==> src/rtl/serial_arith_pkg.sv <==
// Shared encodings and sizing helpers for the digit-serial add/subtract datapath.
package serial_arith_pkg;

  localparam logic [1:0] ST_IDLE = 2'd0;
  localparam logic [1:0] ST_COMP = 2'd1;
  localparam logic [1:0] ST_DONE = 2'd2;

  typedef enum logic [1:0] {
    StIdle = ST_IDLE,
    StComp = ST_COMP,
    StDone = ST_DONE
  } state_e;

  function automatic int unsigned ndig_f(input int unsigned width, input int unsigned digit);
    return (digit == 0) ? 0 : width / digit;
  endfunction

  // One extra bit keeps the counter from collapsing to zero width when NDIG is 1.
  function automatic int unsigned cnt_w_f(input int unsigned ndig);
    return $clog2(ndig) + 1;
  endfunction

endpackage

==> src/rtl/serial_addsub_digit_if.sv <==
// Operand/result channels of the digit-serial adder/subtractor.
interface serial_addsub_digit_if #(
  parameter int unsigned WIDTH = 128
);
  logic [WIDTH-1:0] x;
  logic             op_sub;
  logic             data_x_vld;
  logic             data_x_rdy;
  logic [WIDTH-1:0] y;
  logic             data_y_vld;
  logic             data_y_rdy;
  logic [WIDTH-1:0] sum;
  logic             cout;
  logic             ovf;
  logic             d_out_vld;
  logic             d_out_rdy;
  logic             busy;

  modport master (
    output x, op_sub, data_x_vld, y, data_y_vld, d_out_rdy,
    input  data_x_rdy, data_y_rdy, sum, cout, ovf, d_out_vld, busy
  );

  modport slave (
    input  x, op_sub, data_x_vld, y, data_y_vld, d_out_rdy,
    output data_x_rdy, data_y_rdy, sum, cout, ovf, d_out_vld, busy
  );
endinterface

==> src/rtl/serial_digit_adder.sv <==
// Combinational DIGIT-bit ripple adder; also exposes the carry into its top bit.
module serial_digit_adder #(
  parameter int unsigned DIGIT = 4
) (
  input  logic [DIGIT-1:0] a,
  input  logic [DIGIT-1:0] b,
  input  logic             cin,
  output logic [DIGIT-1:0] s,
  output logic             cout,
  output logic             c_msb
);

  logic [DIGIT:0] c;

  assign c[0] = cin;

  for (genvar i = 0; i < DIGIT; i++) begin : g_bit
    assign s[i]   = a[i] ^ b[i] ^ c[i];
    assign c[i+1] = (a[i] & b[i]) | (c[i] & (a[i] ^ b[i]));
  end

  assign cout  = c[DIGIT];
  assign c_msb = c[DIGIT-1];

endmodule

==> src/rtl/serial_addsub_digit.sv <==
// Digit-serial X+/-Y: captures both operands, processes DIGIT bits per cycle LSB first,
// then holds sum/cout/ovf on a valid/ready output channel.
module serial_addsub_digit
  import serial_arith_pkg::*;
#(
  parameter int unsigned WIDTH = 128,
  parameter int unsigned DIGIT = 4
) (
  input logic                  clk,
  input logic                  asyn_reset,
  serial_addsub_digit_if.slave bus
);

  localparam int unsigned NDIG  = ndig_f(WIDTH, DIGIT);
  localparam int unsigned CNT_W = cnt_w_f(NDIG);
  localparam logic [CNT_W-1:0] LastCnt = CNT_W'(NDIG - 1);

  if (DIGIT < 1 || DIGIT > WIDTH || (WIDTH % DIGIT) != 0) begin : g_bad_digit
    $error("serial_addsub_digit: DIGIT must be in 1..WIDTH and divide WIDTH");
  end

  state_e           state_q, state_d;
  logic             hx_q, hx_d, hy_q, hy_d;
  logic             op_q, op_d;
  logic             carry_q, carry_d;
  logic [CNT_W-1:0] cnt_q, cnt_d;
  logic [WIDTH-1:0] x_q, x_d, y_q, y_d, res_q, res_d;
  logic             cout_q, cout_d, ovf_q, ovf_d;

  logic             x_fire, y_fire, sub_sel;
  logic [WIDTH-1:0] y_src;
  logic [DIGIT-1:0] dig_s;
  logic             dig_cout, dig_cmsb;

  serial_digit_adder #(
    .DIGIT(DIGIT)
  ) u_digit_adder (
    .a    (x_q[DIGIT-1:0]),
    .b    (y_q[DIGIT-1:0]),
    .cin  (carry_q),
    .s    (dig_s),
    .cout (dig_cout),
    .c_msb(dig_cmsb)
  );

  assign bus.data_x_rdy = (state_q == StIdle) && !hx_q && !asyn_reset;
  assign bus.data_y_rdy = (state_q == StIdle) && !hy_q && !asyn_reset;
  assign x_fire         = bus.data_x_vld && bus.data_x_rdy;
  assign y_fire         = bus.data_y_vld && bus.data_y_rdy;

  // Mode and Y may arrive this edge or already be held; the inversion uses whichever is current.
  assign sub_sel = x_fire ? bus.op_sub : op_q;
  assign y_src   = y_fire ? bus.y : y_q;

  always_comb begin
    state_d = state_q;
    hx_d    = hx_q;
    hy_d    = hy_q;
    op_d    = op_q;
    carry_d = carry_q;
    cnt_d   = cnt_q;
    x_d     = x_q;
    y_d     = y_q;
    res_d   = res_q;
    cout_d  = cout_q;
    ovf_d   = ovf_q;
    case (state_q)
      StIdle: begin
        if (x_fire) begin
          x_d  = bus.x;
          op_d = bus.op_sub;
          hx_d = 1'b1;
        end
        if (y_fire) begin
          y_d  = bus.y;
          hy_d = 1'b1;
        end
        if ((hx_q || x_fire) && (hy_q || y_fire)) begin
          y_d     = sub_sel ? ~y_src : y_src;
          carry_d = sub_sel;
          cnt_d   = '0;
          state_d = StComp;
        end
      end
      StComp: begin
        x_d                    = x_q >> DIGIT;
        y_d                    = y_q >> DIGIT;
        res_d                  = res_q >> DIGIT;
        res_d[WIDTH-1 -: DIGIT] = dig_s;
        carry_d                = dig_cout;
        cnt_d                  = cnt_q + 1'b1;
        if (cnt_q == LastCnt) begin
          cout_d  = dig_cout;
          ovf_d   = dig_cmsb ^ dig_cout;
          hx_d    = 1'b0;
          hy_d    = 1'b0;
          state_d = StDone;
        end
      end
      StDone: begin
        if (bus.d_out_rdy) state_d = StIdle;
      end
      default: state_d = StIdle;
    endcase
  end

  always_ff @(posedge clk or posedge asyn_reset) begin
    if (asyn_reset) begin
      state_q <= StIdle;
      hx_q    <= 1'b0;
      hy_q    <= 1'b0;
      op_q    <= 1'b0;
      carry_q <= 1'b0;
      cnt_q   <= '0;
      x_q     <= '0;
      y_q     <= '0;
      res_q   <= '0;
      cout_q  <= 1'b0;
      ovf_q   <= 1'b0;
    end else begin
      state_q <= state_d;
      hx_q    <= hx_d;
      hy_q    <= hy_d;
      op_q    <= op_d;
      carry_q <= carry_d;
      cnt_q   <= cnt_d;
      x_q     <= x_d;
      y_q     <= y_d;
      res_q   <= res_d;
      cout_q  <= cout_d;
      ovf_q   <= ovf_d;
    end
  end

  assign bus.sum       = res_q;
  assign bus.cout      = cout_q;
  assign bus.ovf       = ovf_q;
  assign bus.d_out_vld = (state_q == StDone);
  assign bus.busy      = (state_q == StComp) || (state_q == StDone);

endmodule
==> src/flat_wrapper.sv <==
// flat-port wrapper written by rule: the top's interface ports become plain ports
module serial_addsub_digit_flat import serial_arith_pkg::*;
#(
  parameter int unsigned WIDTH = 128,
  parameter int unsigned DIGIT = 4
)
  (clk, asyn_reset, bus_x, bus_op_sub, bus_data_x_vld, bus_y, bus_data_y_vld, bus_d_out_rdy, bus_data_x_rdy, bus_data_y_rdy, bus_sum, bus_cout, bus_ovf, bus_d_out_vld, bus_busy);
  serial_addsub_digit_if #(.WIDTH(WIDTH)) bus_i ();
  input logic clk;
  input logic asyn_reset;
  input wire logic [$bits(bus_i.x)-1:0] bus_x;
  input wire logic [$bits(bus_i.op_sub)-1:0] bus_op_sub;
  input wire logic [$bits(bus_i.data_x_vld)-1:0] bus_data_x_vld;
  input wire logic [$bits(bus_i.y)-1:0] bus_y;
  input wire logic [$bits(bus_i.data_y_vld)-1:0] bus_data_y_vld;
  input wire logic [$bits(bus_i.d_out_rdy)-1:0] bus_d_out_rdy;
  output wire logic [$bits(bus_i.data_x_rdy)-1:0] bus_data_x_rdy;
  output wire logic [$bits(bus_i.data_y_rdy)-1:0] bus_data_y_rdy;
  output wire logic [$bits(bus_i.sum)-1:0] bus_sum;
  output wire logic [$bits(bus_i.cout)-1:0] bus_cout;
  output wire logic [$bits(bus_i.ovf)-1:0] bus_ovf;
  output wire logic [$bits(bus_i.d_out_vld)-1:0] bus_d_out_vld;
  output wire logic [$bits(bus_i.busy)-1:0] bus_busy;
  assign bus_i.x = bus_x;
  assign bus_i.op_sub = bus_op_sub;
  assign bus_i.data_x_vld = bus_data_x_vld;
  assign bus_i.y = bus_y;
  assign bus_i.data_y_vld = bus_data_y_vld;
  assign bus_i.d_out_rdy = bus_d_out_rdy;
  assign bus_data_x_rdy = bus_i.data_x_rdy;
  assign bus_data_y_rdy = bus_i.data_y_rdy;
  assign bus_sum = bus_i.sum;
  assign bus_cout = bus_i.cout;
  assign bus_ovf = bus_i.ovf;
  assign bus_d_out_vld = bus_i.d_out_vld;
  assign bus_busy = bus_i.busy;
  serial_addsub_digit #(.WIDTH(WIDTH), .DIGIT(DIGIT)) u_core (.clk(clk), .asyn_reset(asyn_reset), .bus(bus_i));
endmodule
==> config.mk <==
export PLATFORM = sky130hd
export DESIGN_NAME = serial_addsub_digit_flat
export DESIGN_NICKNAME = d
export VERILOG_FILES = /design/src/rtl/serial_arith_pkg.sv /design/src/rtl/serial_addsub_digit_if.sv /design/src/rtl/serial_digit_adder.sv /design/src/rtl/serial_addsub_digit.sv /design/src/flat_wrapper.sv
export SDC_FILE = /design/constraint.sdc
export NUM_CORES = 1
export LEC_CHECK = 0
export ABC_AREA = 0
export CAP_MARGIN = 25
export CORE_AREA = 5 5 197 199
export DETAILED_ROUTE_END_ITERATION = 10
export DIE_AREA = 0 0 202 204
export HOLD_SLACK_MARGIN = 0.1
export PLACE_DENSITY = 0.86
export SETUP_SLACK_MARGIN = 0.15
export SYNTH_ARGS = -nofsm -noshare
export SYNTH_HDL_FRONTEND = slang
export SYNTH_SLANG_ARGS = --single-unit
==> constraint.sdc <==
create_clock -name clk -period 23.9 [get_ports clk]
set_input_delay 3.585 -clock clk [delete_from_list [all_inputs] [get_ports clk]]
set_output_delay 3.585 -clock clk [all_outputs]
set_load 0.005 [all_outputs]
# After elaboration in Yosys (flattened, before gate mapping)
# Index checks and enable logic that the tools add are counted.
# word_totals
mem_bits_ro	0
latch_bits	0
in_bits	262
ff_bits	398
memories	0
elab_cells	83
ramBits	0
# classes
n_shift	0
div_mod_pow	0
multipliers	0
bitwise	22
reduce_logical	21
addsub	1
eq_ne	8
magnitude_cmp	0
mux	20
# ops
operator	count
two-way mux 128 bit	4
case mux 128 bit (2 select lines)	2
NOT 128 bit	1
case mux 6 bit (2 select lines)	1
AND reduction 3 bit	3
XOR 1 bit	9
AND 1 bit	8
logical AND 1 bit	7
adder 6 x 1 -> 6 bit, second input constant	1
equality test 6 x 5 -> 1 bit, second input constant	1
two-way mux 2 bit	3
two-way mux 6 bit	1
!= test 2 x 1 -> 1 bit, second input constant	3
case mux 1 bit (2 select lines)	3
case mux 2 bit (3 select lines)	1
AND reduction 2 bit	3
two-way mux 1 bit	5
!= test 2 bit, second input constant	2
OR 1 bit	4
logical NOT 1 bit	3
logical OR 1 bit	3
equality test 2 x 1 -> 1 bit, second input constant	1
equality test 2 bit, second input constant	1
logical NOT 2 bit	1
nonzero test 2 bit	1

# Longest topological paths before layout
# Gate-level depths: netlist of the first run.
# logic_depth
word_depth	10
depth_mapped	10

# By module
# From an unflattened synthesis of the first run, not the netlist that was laid out.
# unflattened
cells_unflattened	1960
hier_area_um2	19752.7
# modules_own_cells
mod	instances	area_each_um2	cells_each
serial_addsub_digit	1	19642.6	1948
serial_digit_adder	1	110.1	12

# Worst setup path before layout of the first run
# Ideal clock, no wire load.
# synth_path
kind	input port to output port
start	input asyn_reset
end	output bus_data_x_rdy
arrival_ns	12.526
cell_stages	3
required_ns	20.315
slack_ns	7.789
cell_sequence	inv_1 -> nand2_1 -> nor2_1
# synth_between
elab_chain_cells	2
# synth_rtl
item	line_no	text
start: declaration	flat_wrapper.sv:10	input logic asyn_reset;
logical NOT 1 bit	serial_addsub_digit.sv:46	assign bus.data_x_rdy = (state_q == StIdle) && !hx_q && !asyn_reset;
logical AND 1 bit	serial_addsub_digit.sv:46	
end: declaration	flat_wrapper.sv:17	output wire logic [$bits(bus_i.data_x_rdy)-1:0] bus_data_x_rdy;
# Every way passes these cells.

# Final worst setup path of the first run
# Same ends and word-level chain as after synthesis.

==> metrics, run 1 <==
Tightest Pin Transition=1050 ps; DR WL/cell=22.7 µm; vias=18,100; Post-Syn Instances=1,973; worst clock skew=16.3 ps; R2R setup slack=19,380 ps; EDFF count, synth=0; CP max stage cell=inv_8; Synth Net Count=2,244; core area=0.0370 mm²; DRT Pass-1 Iters=6; Most common cell on crit path=clkdlybuf4s50_1; pwr/cell area=113 mW/mm²; Tot GR Track Use=28.7%; # IOs=396; Setup crit start kind=input port; final hold violations=0; f_max=0.108 GHz; max cap viols=0; CP Capture Type=output port; fin. max-slew vios=0; fraction of registers with async set/reset=100%; cell chosen for the clock root=clkbuf_16; Initial DRC Count=1,997; Worst EP required=20,320 ps; antenna viol nets, final=0; Num CTS Buffers=44; CP max stage delay=660 ps; most used cells in the layout excluding fill and tap cells=398 x dfrtp_1, 395 x clkdlybuf4s50_1, 265 x o21ai_0; count of input and output buffers=395; Post-Syn Area=0.0206 mm²; final wirelength=62,700 µm; min-delay worst type=reg2reg; area delta synth->final=27.4%; worst vdd ir=0.0843 mV; sequential area share after synthesis=48.3%; outcome=finished, final reports clean; synthesis-stage register bit count=398; GP Congestion=0.854; Setup Viol. Count Final=0; top_reg_cell synth=dfrtp_1; vias per inst=6.56; Final Cycle Share=38.7%; H-tree levels=2; # DRC=0; post-cts repair resize count=0; CTS max path bufs=3; slew margin rel.=30.2%; RSZ-0062 raised after global routing=no; CTS tree=done; Initial Util=55.7%; Final min period=9250 ps; Synth Area per Inst=10.5 µm²; # clock sinks=398; Nets=2,511; setup ws final=14,650 ps; Horiz. Die Dim=202 µm; crit path max fanout=113; Arr. time, crit path=5670 ps; initial antenna violation count=16; dpl ws=14,610 ps; setup TNS=0 ps; CP cell instances=clkdlybuf4s50_1 -> inv_8 -> nand2_1 -> nor2_1 -> clkdlybuf4s50_1; share of cells above drive strength 1=13.8%; Vert. Die Dim=204 µm; WS Path Type=in2out; postcts setup bufs=0; Synthesis Warnings=0; commonest non-fill, non-tap cell in the layout=dfrtp_1; number of global-route vias before repair=18,000; largest net degree at the start of global routing=148; first-pass GRT wire length=98,200 µm; row cnt=71; Total Die Area=0.0412 mm²; grt ovf=0; placed wire-length estimate=38,600 µm; worst skew pair latency=570 ps; Distinct cells, synth=46; CTS clk-pin slew, worst paths=60 ps; hold_buf cts=0; Leak Pwr=11.1 nW
==> final cells by class <==
cell class | instances | area [µm²]
antenna | 12 | 30.0
clock buffer | 66 | 1350
timing repair buffer | 428 | 4350
tap | 474 | 593
sequential | 398 | 9960
fill | 2575 | 10800
inverter | 140 | 536
clock inverter | 12 | 100
multi-input combinational | 1228 | 9340
==> state kept, by name (all words and copies together), names as in the netlist <==
register and cells:
u_core.bus.cout 1, u_core.bus.ovf 1, u_core.bus.sum 128, u_core.carry_q 1
u_core.cnt_q 6, u_core.hx_q 1, u_core.hy_q 1, u_core.op_q 1
u_core.state_q 2, u_core.x_q 128, u_core.y_q 128
==> worst max-delay path, delay by kind of cell <==
| kind | cells | cell delay, ps |
|---|---|---|
| AND/OR/NAND/NOR | 2 | 300 |
| buffers and inverters | 3 | 1770 |
==> where the power goes <==
part           internal (mW)  total [mW]  switching (mW)
clock network          0.401       0.686           0.284
registers              0.902        1.06           0.159
logic                  0.514        1.23           0.711
==> logic make-up (layout without fill, tap and decap cells) <==
| logic type | after synthesis | count (layout) | synth area share, % |
|---|---|---|---|
| xor gates and xnor gates | 5 | 5 | 0.212 |
| AOI/OAI and AO/OA | 669 | 669 | 23.9 |
| and+or+nand+nor | 294 | 294 | 7.10 |
| muxes | 251 | 251 | 13.0 |
| other | 0 | 12 | 0 |
| adders and majority gates | 9 | 9 | 0.692 |
| buffers and inverters | 347 | 646 | 6.79 |
| DFF | 398 | 398 | 48.3 |
==> per-layer routing <==
layer | share of wire (%) | vias to the layer above | global-route usage (%)
met2 | 48 | 928 | 46.6
met4 | 3.8 | 8 | 11.1
met1 | 39 | 8916 | 37.0
met5 | 0.091 | - | 0
li1 | - | 8086 | -
met3 | 9.0 | 149 | 7.90
==> cells in the mapped netlist (all sizes together) (5+ instances only) <==
| cell | n | area [µm²] |
|---|---|---|
| a21oi | 9 | 45.0 |
| nand2 | 150 | 566 |
| o22ai | 126 | 788 |
| mux2 | 126 | 1420 |
| mux2i | 125 | 1260 |
| dfrtp | 398 | 9960 |
| a311oi | 124 | 1090 |
| clkbuf | 133 | 499 |
| ha | 5 | 62.6 |
| a221oi | 125 | 1500 |
| nand4 | 124 | 776 |
| buf | 74 | 375 |
| inv | 139 | 522 |
| a22o | 5 | 43.8 |
| o21ai | 267 | 1350 |
| nor2 | 7 | 26.3 |
==> worst paths after layout <==
path | from | end | depth (start not counted)
setup / recovery | asyn_reset | bus_data_x_rdy | 5
hold / removal | u_core.x_q[113]$_DFFE_PP0P_ | u_core.x_q[113]$_DFFE_PP0P_ | 2
setup reg to reg | u_core.state_q[0]$_DFFE_PP0P_ | u_core.y_q[9]$_DFFE_PP0P_ | 9
hold reg to reg | u_core.x_q[113]$_DFFE_PP0P_ | u_core.x_q[113]$_DFFE_PP0P_ | 2
max in group asynchronous | asyn_reset | u_core.x_q[70]$_DFFE_PP0P_ | 7
min in group asynchronous | asyn_reset | u_core.y_q[80]$_DFFE_PP0P_ | 2
==> stage by stage <==
| stage | hold WS (ps) | util, % | total power [mW] | cells | area [µm²] |
|---|---|---|---|---|---|
| 2_1_floorplan | 450 | - | 1.92 | 1973 | 20600 |
| 3_3_place_gp | 460 | 66.3 | 2.19 | 2660 | 24600 |
| 3_5_place_dp | 470 | 66.5 | 2.26 | 2662 | 24600 |
| 4_1_cts | 482 | 70.4 | 2.95 | 2740 | 26100 |
| 5_1_grt | 512 | 70.9 | 3.15 | 2757 | 26300 |
| 6_report | 479 | 70.9 | 2.97 | 2758 | 26300 |
No activity file was read; power rests on OpenSTA's default activity.
==> inputs of run 2 (changes only) <==
Settings changed: CORE_AREA 5 5 197 199 to 5 5 204 206, DIE_AREA 0 0 202 204 to 0 0 209 211, PLACE_DENSITY 0.86 to 0.8.
Clock period 23.9 ns to 9.2 ns, I/O delays scaled along.
==> run 2 against run 1 <==
Utilization decreased by 4.4 points; sequential power increased to 2.6 times the previous value; setup slack got worse by 11000 ps; sequential share of layout area increased by 0.061 points; via count decreased by 1.2%; worst hold slack improved by 0.66 ps; cell count increased by 1.4%; first-iteration DRC count increased by 0.60%; register-to-register slack got worse by 15000 ps; critical path depth increased by 5; largest cell class unchanged.
==> metrics, run 2 (synthesis gave the netlist of run 1 again) <==
final wirelength=61,600 µm (-1.8%); final hold violations=0 (unchanged); WS Path Type=reg2reg; beginning of the worst register-to-register path=u_core.state_q[0]$_DFFE_PP0P_; Total Die Area=0.0441 mm² (+7.0%); Setup Viol. Count Final=0 (unchanged); Final Cycle Share=57.8%; number of global-route vias before repair=17,600 (-2.0%); worst skew pair latency=570 ps (about the same); Crit Reg-Reg Endpoint=u_core.y_q[9]$_DFFE_PP0P_; Worst EP required=9660 ps (-10,660 ps); most used cells in the layout excluding fill and tap cells=398 x dfrtp_1, 395 x clkdlybuf4s50_1, 265 x o21ai_0; commonest non-fill, non-tap cell in the layout=dfrtp_1; cells on worst reg2reg path=10 (+1); Tot GR Track Use=26.3% (-2.4 points); cell chosen for the clock root=clkbuf_16; CTS tree=done; # clock sinks=398 (unchanged); CP delay by family, top=buffers and inverters; slew margin rel.=16.6% (-14 points); # DRC=0 (unchanged); Horiz. Die Dim=209 µm (+3.5%); largest net degree at the start of global routing=187 (+26%); H-tree levels=2 (unchanged); Initial Util=52.3% (-3.4 points); # IOs=396 (unchanged); min-delay worst type=reg2reg; CP cell instances=inv_1 -> ha_4 -> buf_4 -> and4bb_4 -> mux2i_4 -> inv_4 -> nand2_4 -> buf_4 -> o22ai_1 -> a221oi_2; max cap viols=0 (unchanged); CP max stage delay=790 ps (+130 ps); fin area=0.0262 mm² (-0.16%); area delta synth->final=27.2%; worst clock skew=27.9 ps (+11.5 ps); Initial DRC Count=2,009 (+0.60%); antenna viol nets, final=0 (unchanged); Vert. Die Dim=211 µm (+3.4%); CTS clk-pin slew, worst paths=60 ps (about the same); f_max=0.188 GHz; pwr/cell area=292 mW/mm² (+160%); placed wire-length estimate=38,600 µm (about the same); R2R setup slack=3890 ps (-15,490 ps); Worst Hold Launch=u_core.x_q[15]$_DFFE_PP0P_; count of input and output buffers=395 (unchanged); area post-placement=0.0247 mm² (+0.39%); setup TNS=0 ps (unchanged); GP Congestion=0.833 (-2.6%); core area=0.0395 mm² (+6.5%); worst vdd ir=0.246 mV (+190%); outcome=finished, final reports clean; Arr. time, crit path=5770 ps (+100 ps); Leak Pwr=11.0 nW (-0.56%); Most common cell on crit path=buf_4; first-pass GRT wire length=96,100 µm (-2.1%); fin. max-slew vios=0 (unchanged); vias=17,900 (-1.2%); CP Capture Type=flop; postcts setup bufs=0 (unchanged); Num CTS Buffers=43 (-2.3%); grt ovf=0 (unchanged); Min-Delay Path Depth=2 (unchanged); share of cells above drive strength 1=13.3% (-0.50 points); Setup crit start kind=flop; DRT Pass-1 Iters=7 (+1); crit path max fanout=75 (-34%); initial antenna violation count=6 (-10); DR WL/cell=22.0 µm (-3.2%); vias per inst=6.39 (-2.6%); row cnt=73 (+2.8%); Hold EP=u_core.x_q[15]$_DFFE_PP0P_; hold_buf cts=0 (unchanged); Final min period=5310 ps; worst path bufs/invs=4 (+1); Nets=2,504 (-0.28%); Tightest Pin Transition=1250 ps (+205 ps); post-cts repair resize count=0 (unchanged); CP max stage cell=buf_4; CTS max path bufs=3 (unchanged); RSZ-0062 raised after global routing=no
==> run 2: cell count changes in the layout (fill, tap and decap cells not counted), moves of 3 or more <==
| cell | change |
|---|---|
| clkbuf_1 | +8 |
| diode_2 | -8 |
| buf_12 | +3 |
| clkbuf_8 | -7 |
| buf_4 | -7 |
==> run 2: area by class of cell <==
cell class	count	area, µm²
Fill cell	2972	13200
Sequential cell	398	9960
Multi-Input combinational cell	1228	9340
Tap cell	525	657
Clock inverter	14	156
Clock buffer	66	1260
Antenna cell	4	10.0
Inverter	140	532
Timing Repair Buffer	422	4310
==> run 2: worst max-delay path by stage <==
| stage | start | end | slack [ps] | cells after the start |
|---|---|---|---|---|
| after CTS | u_core.state_q[0]$_DFFE_PP0P_ | u_core.y_q[9]$_DFFE_PP0P_ | 4080 | 10 |
| after detailed placement | u_core.state_q[0]$_DFFE_PP0P_ | u_core.y_q[44]$_DFFE_PP0P_ | 4090 | 10 |
| after global routing | u_core.state_q[0]$_DFFE_PP0P_ | u_core.y_q[109]$_DFFE_PP0P_ | 3730 | 10 |
| after global placement | u_core.state_q[0]$_DFFE_PP0P_ | u_core.y_q[90]$_DFFE_PP0P_ | 4180 | 9 |
| final | u_core.state_q[0]$_DFFE_PP0P_ | u_core.y_q[9]$_DFFE_PP0P_ | 3890 | 10 |
| after floorplan | asyn_reset | bus_data_x_rdy | 410 | 3 |
==> run 2: power by group <==
part	switching [mW]	internal, mW	leakage (nW)
Clock	0.723	1.03	0.704
Sequential	0.399	2.34	4.93
Combinational	1.82	1.34	5.36
Total	2.95	4.71	11.0
==> run 2: per-layer routing <==
| metal | part of all wire (%) | vias to the layer above | global-route usage [%] |
|---|---|---|---|
| li1 | - | 8059 | - |
| met1 | 39 | 8860 | 34.3 |
| met2 | 48 | 805 | 42.2 |
| met3 | 9.0 | 137 | 7.59 |
| met4 | 3.7 | 4 | 10.1 |
| met5 | 0.041 | - | 0 |
==> run 2: worst min-delay path: cells and delay by family, from the launching register on <==
kind | cells | cell delay, ps
AND/OR/NAND/NOR | 1 | 50
AO/OA/AOI/OAI | 1 | 60
flip-flops | 1 | 340
==> run 2: through the flow <==
| step | instances | power [mW] | util (%) | hold slack (ps) | setup slack, ps |
|---|---|---|---|---|---|
| global placement | 2707 | 5.68 | 62.4 | 460 | 4180 |
| detailed placement | 2710 | 5.87 | 62.6 | 470 | 4090 |
| finish | 2797 | 7.66 | 66.5 | 480 | 3890 |
| floorplan | 1973 | 4.99 | - | 450 | 406 |
| CTS | 2790 | 7.64 | 66.2 | 483 | 4080 |
| global route | 2796 | 8.11 | 66.5 | 502 | 3730 |
